File: config.mk
export PLATFORM = sky130hd
export DESIGN_NAME = pipe_stage_reg
export DESIGN_NICKNAME = d
export VERILOG_FILES = /design/src/rtl/pipe_pkg.sv /design/src/rtl/pipe_skid_slot.sv /design/src/rtl/pipe_stage_reg.sv
export SDC_FILE = /design/constraint.sdc
export NUM_CORES = 1
export LEC_CHECK = 0
export ABC_AREA = 0
export CAP_MARGIN = 20
export CORE_UTILIZATION = 39
export CTS_CLUSTER_SIZE = 40
export DETAILED_ROUTE_END_ITERATION = 10
export PLACE_DENSITY = 0.89
export SLEW_MARGIN = 20
export SYNTH_ARGS = -nofsm -noshare
export SYNTH_HDL_FRONTEND = slang
export SYNTH_SLANG_ARGS = --single-unit
File: constraint.sdc
create_clock -name clk -period 1.4 [get_ports clk]
set_input_delay 0.14 -clock clk [delete_from_list [all_inputs] [get_ports clk]]
set_output_delay 0.14 -clock clk [all_outputs]
set_load 0.02 [all_outputs]
File: src/rtl/pipe_pkg.sv
// Shared definitions for the inter-stage pipeline registers of the 5-stage RV32I core.
package pipe_pkg;

    localparam int unsigned XLEN   = 32;
    localparam int unsigned CTRL_W = 4;

    localparam logic [1:0] WB_ALU  = 2'b00;
    localparam logic [1:0] WB_LOAD = 2'b01;
    localparam logic [1:0] WB_PC4  = 2'b10;

    typedef struct packed {
        logic       reg_write;
        logic       data_write_en;
        logic [1:0] wb_sel;
    } ex_mem_ctrl_t;

    typedef enum logic [1:0] {
        OccEmpty = 2'd0,
        OccBusy  = 2'd1,
        OccFull  = 2'd2
    } occ_e;

    // The skid slot is only ever valid while the main slot is also valid.
    function automatic logic [1:0] occ_count(input logic main_v, input logic skid_v);
        return {skid_v, main_v & ~skid_v};
    endfunction

endpackage

File: src/rtl/pipe_skid_slot.sv
// One pipeline entry: valid + ctrl + data, with load, clear and bubble gating of ctrl.
module pipe_skid_slot
    import pipe_pkg::*;
#(
    parameter int unsigned DATA_W = 2 * XLEN,
    parameter int unsigned CTRL_W = pipe_pkg::CTRL_W
) (
    input  logic              clk,
    input  logic              reset,
    input  logic              load_i,
    input  logic              clear_i,
    input  logic [DATA_W-1:0] data_i,
    input  logic [CTRL_W-1:0] ctrl_i,
    output logic              valid_o,
    output logic [DATA_W-1:0] data_o,
    output logic [CTRL_W-1:0] ctrl_o
);

    logic              valid_q, valid_d;
    logic [DATA_W-1:0] data_q, data_d;
    logic [CTRL_W-1:0] ctrl_q, ctrl_d;

    always_comb begin
        valid_d = valid_q;
        data_d  = data_q;
        ctrl_d  = ctrl_q;
        if (clear_i) begin
            // Payload is left stale; only valid and ctrl matter for a bubble.
            valid_d = 1'b0;
            ctrl_d  = '0;
        end else if (load_i) begin
            valid_d = 1'b1;
            data_d  = data_i;
            ctrl_d  = ctrl_i;
        end
    end

    always_ff @(posedge clk) begin
        if (reset) begin
            valid_q <= 1'b0;
            data_q  <= '0;
            ctrl_q  <= '0;
        end else begin
            valid_q <= valid_d;
            data_q  <= data_d;
            ctrl_q  <= ctrl_d;
        end
    end

    assign valid_o = valid_q;
    assign data_o  = data_q;
    assign ctrl_o  = valid_q ? ctrl_q : '0;

endmodule

File: src/rtl/pipe_stage_reg.sv
// Inter-stage pipeline register with valid/ready, stall and flush.
// Define PIPE_STAGE_SKID_EN for a 2-entry skid buffer with registered in_ready.
module pipe_stage_reg
    import pipe_pkg::*;
#(
    parameter int unsigned DATA_W = 2 * XLEN,
    parameter int unsigned CTRL_W = pipe_pkg::CTRL_W
) (
    input  logic              clk,
    input  logic              reset,
    input  logic              flush,
    input  logic              in_valid,
    output logic              in_ready,
    input  logic [DATA_W-1:0] in_data,
    input  logic [CTRL_W-1:0] in_ctrl,
    output logic              out_valid,
    input  logic              out_ready,
    output logic [DATA_W-1:0] out_data,
    output logic [CTRL_W-1:0] out_ctrl,
    output logic [1:0]        occupancy
);

    logic              in_fire, out_fire;
    logic              main_load, main_clear;
    logic [DATA_W-1:0] main_data_in;
    logic [CTRL_W-1:0] main_ctrl_in;

    assign in_fire  = in_valid & in_ready;
    assign out_fire = out_valid & out_ready;

    pipe_skid_slot #(
        .DATA_W(DATA_W),
        .CTRL_W(CTRL_W)
    ) u_main (
        .clk    (clk),
        .reset  (reset),
        .load_i (main_load),
        .clear_i(main_clear),
        .data_i (main_data_in),
        .ctrl_i (main_ctrl_in),
        .valid_o(out_valid),
        .data_o (out_data),
        .ctrl_o (out_ctrl)
    );

`ifdef PIPE_STAGE_SKID_EN
    logic              skid_valid, skid_load, skid_clear;
    logic [DATA_W-1:0] skid_data;
    logic [CTRL_W-1:0] skid_ctrl;
    logic              in_ready_q, in_ready_d;
    occ_e              occ;

    assign occ = occ_e'(occ_count(out_valid, skid_valid));

    always_comb begin
        main_load    = 1'b0;
        main_clear   = flush;
        skid_load    = 1'b0;
        skid_clear   = flush;
        main_data_in = in_data;
        main_ctrl_in = in_ctrl;
        if (!flush) begin
            unique case (occ)
                OccEmpty: main_load = in_fire;
                OccBusy: begin
                    main_load  = in_fire & out_fire;
                    skid_load  = in_fire & ~out_fire;
                    main_clear = out_fire & ~in_fire;
                end
                OccFull: begin
                    if (out_fire) begin
                        main_load    = 1'b1;
                        main_data_in = skid_data;
                        main_ctrl_in = skid_ctrl;
                        skid_clear   = 1'b1;
                    end
                end
                default: ;
            endcase
        end
        // Ready next cycle iff the skid slot will be free.
        in_ready_d = flush | ~(skid_load | (skid_valid & ~skid_clear));
    end

    always_ff @(posedge clk) begin
        if (reset) begin
            in_ready_q <= 1'b1;
        end else begin
            in_ready_q <= in_ready_d;
        end
    end

    pipe_skid_slot #(
        .DATA_W(DATA_W),
        .CTRL_W(CTRL_W)
    ) u_skid (
        .clk    (clk),
        .reset  (reset),
        .load_i (skid_load),
        .clear_i(skid_clear),
        .data_i (in_data),
        .ctrl_i (in_ctrl),
        .valid_o(skid_valid),
        .data_o (skid_data),
        .ctrl_o (skid_ctrl)
    );

    assign in_ready  = in_ready_q;
    assign occupancy = occ;
`else
    assign in_ready     = ~out_valid | out_ready;
    assign main_load    = in_fire & ~flush;
    assign main_clear   = flush | (out_fire & ~in_fire);
    assign main_data_in = in_data;
    assign main_ctrl_in = in_ctrl;
    assign occupancy    = {1'b0, out_valid};
`endif

endmodule
==> summary.md <==
| Metric | Value |
|---|---|
| Final-report max-slew violation count | 0 |
| Seq pwr share | 48.8% |
| Congestion Overflow GR | 0 |
| First-pass GRT wire length | 13.19 mm |
| Worst Path Buf+Inv | 1 |
| Cell Area, Synth | 2781 um^2 |
| Logic pwr share | between 15 and 20% |
| Hold Vio Cnt, Final | 0 |
| Initial Util | roughly 40% |
| Post-CTS Setup Repair Bufs | 0 |
| Port bufs | 143 |
| Crit start category | flop |
| Initial drt markers | about 110 |
| Number of detailed-route iterations in the first pass | 4 |
| Setup violators final | 0 |
| VDD IR max | 0.6649 mV |
| Hold_buf cts | 0 |
| Num Clock Sinks | 69 |
| Avg Cell Area, Syn | 8.558 um^2 |
| Hpwl dp | ~5.6 mm |
| Largest net degree at the start of global routing | 37 |
| Register-to-Register Path Depth | 4 |
| Cell-internal power | 0.003148 W |
| Slowest-stage cell, CP | dfxtp_4 |
| Crit. Startpoint | u_main.valid_o |
| Num ports | 145 |
| Hold WC Path Type | in2reg |
| Crit path kind | reg2out |
| Cells after synthesis | 325 |
| Worst Setup EP | out_ctrl[3] |
| Area leader, netlist | dfxtp_1 |
| Vias post-DR | 2886 |
| Tot GR Track Use | 22.48% |
| Critical path arrival | around 1.2 ns |
| Setup TNS Final | 0 ns |
| # fillers | around 620 |
| Number of global-route vias before repair | roughly 2.9k |
| Die height | around 86 um |
| Clock H-tree levels | 3 |
| Seq cells post-synth | 69 |
| Pre-CTS WS | -0.2700 ns |
| Cell depth of the worst setup path | 2 |
| Delay-heaviest family, CP | flip-flops |
| Reg2reg end | u_main.ctrl_q[3] |
| Fin crit share | 95.30% |
| Pwr/cell area | roughly 980 nW/um^2 |
| Layout cells sized above 1 | 12.17% |
| Status | finished, final reports clean |
| Yosys warnings | 0 |
| Synth unique cells | 23 |
| R2R Path Start | u_main.valid_o |
| Initial antenna violation count | 0 |
| Seq/Total Area, Yosys | 49.66% |
| Detail Route Antenna Nets | 0 |
| CP Max Fanout | 9 |
| Sw Ratio | 26.37% |
| Pleak | 1.818 nW |
| GP Congestion | 0.7272 |
| Synthesis-to-finish area growth | 57.27% |
| Total core area | 6832 um^2 |
| # DRC | 0 |
| Detailed Route WL | 8.055 mm |
| Rows | 30 |
| Synth top area share | 49.66% |
| # diodes | 0 |
| Worst-path clk slew | 0.07 ns |
| Inserted Clock Buffers | 9 |
| Reg2Reg Setup Slack | roughly 0.1 ns |
| Setup ws final | between 0.06 and 0.07 ns |
| Routed vias/inst | a little over 5 |
| Largest cells by area after synthesis | dfxtp_1 50%, o21ai_0 12%, a21oi_1 10%, nand3_1 10%, nand3_2 3.6% |
| Critical Path Sink Type | output pin |
| Clock Path Buffers | 2 |
| Clock Root Buffer | clkbuf_8 |
| Net count after synthesis | 398 |
| Die X | about 86 um |
| Largest stage delay, worst path | approximately 0.38 ns |
| MaxCap Viol Count | 0 |
| Cell breakdown of the critical path | and2_1 > dlygate4sd2_1 |
| Layout Skew | roughly 0.0065 ns |
| CTS tree | yes |
| Max Fclk | 749.5 MHz |
| Clk pwr share | between 30% and 40% |
| Net Sw Power | 0.001128 W |
| # nets final | 528 |
| WL per Instance | 14.49 um |
| Crit path time final | ~1.3 ns |
| Die area | 7474 um^2 |
| Clock Latency Late Sink | about 0.34 ns |
| RSZ-0062 raised after global routing | no |
| Worst path required time | 1.26 ns |
## cell usage after synthesis
master    number
dfxtp_1       69
o21ai_0       65
a21oi_1       58
nand3_1       58
clkbuf_1      16
buf_2         11
a21oi_2       10
nand3_2       10
buf_4          5
and2_1         4
o21ai_1        4
nor2_1         3
buf_1          2
and2b_4        1
buf_12         1
buf_6          1
buf_8          1
clkbuf_2       1
conb_1         1
inv_6          1
nand2_1        1
nand2b_1       1
nor2b_1        1
## cell type report
type	instances	area [um^2]	share of cell area, %
Timing Repair Buffer	157	1493	34.12
Clock buffer	12	155.1	3.547
Inverter	1	8.758	0.2002
Sequential cell	69	1385	31.66
Tap cell	96	120.1	2.746
Multi-Input combinational cell	217	1190	27.20
Clock inverter	4	22.52	0.5149
## placed cells by master (no fill, tap or decap), types with 2 or more instances in the layout
master	n
a21oi_1	58
clkdlybuf4s50_1	71
buf_4	9
o21ai_1	4
clkinv_2	3
o21ai_0	65
nand3_2	10
dfxtp_1	68
buf_2	2
clkbuf_8	11
a21oi_2	10
nor2_1	3
dlygate4sd2_1	70
nand3_1	58
and2_1	4
buf_12	4
## worst reg2reg max path: cells and delay by family, from the launching register on
family                 cells  cell delay, ns
AOI/OAI and AO/OA          2            0.35
buffers and inverters      1            0.31
DFF                        1            0.38
and+or+nand+nor            1            0.19
## power by group through the flow
stage	clock (W)	combinational, W	sequential, W
6_report	0.00146	0.000732	0.00209
5_1_grt	0.00158	0.000788	0.00210
4_1_cts	0.00149	0.000737	0.00209
3_5_place_dp	0	0.000792	0.00214
3_3_place_gp	0	0.000781	0.00213
2_1_floorplan	0	0.000240	0.00224
## per-stage QoR
stage | hold slack [ns] | power, W | cell area, um^2 | util (%) | instances
finish | 0.2341 | 0.004276 | 4374 | 64.03 | 556
CTS | 0.2353 | 0.004319 | 4377 | 64.07 | 556
detailed placement | 0.4601 | 0.002931 | 4283 | 62.69 | 540
global route | 0.2585 | 0.004462 | 4374 | 64.03 | 556
global placement | 0.4506 | 0.002914 | 4283 | 62.69 | 540
floorplan | 0.2705 | 0.002480 | 2783 | - | 325
## layer usage
metal  vias to the layer above  part of all wire, %  GRT usage (%)
met4                         0                  2.4          10.76
li1                       1409                    -              -
met2                       109                   50          38.67
met5                         -                    0              0
met3                        18                  7.4          6.952
met1                      1350                   40          25.37
## kinds of logic after synthesis
group                  after synthesis  share of synthesized area [%]
AO/OA/AOI/OAI                      137                          26.00
buffers and inverters               39                          7.917
AND/OR/NAND/NOR                     79                          16.28
other                                1                         0.1348
flip-flops                          69                          49.66
## how the worst min path moves through the flow
| stage | startpoint | end | cells after the start |
|---|---|---|---|
| global placement | u_main.ctrl_q[3] | u_main.ctrl_q[3] | 2 |
| floorplan | in_data[34] | u_main.data_o[34] | 2 |
| CTS | reset | u_main.valid_o | 5 |
| detailed placement | u_main.ctrl_q[2] | u_main.ctrl_q[2] | 2 |
| global route | reset | u_main.valid_o | 5 |
| finish | reset | u_main.valid_o | 5 |
## repair_timing
item / in CTS / in global routing
gates cloned: 0 / 0
endpoints found under the setup margin: 71 / 26
gates resized for setup: 74 / 2
hold endpoints to repair: 0 / 0
## registers in the layout, summed over array words and instances, names as in the netlist
name / cells
u_main.data_o: 64
u_main.valid_o: 1
u_main.ctrl_q: 4
Power figures use the tool's default switching activity.
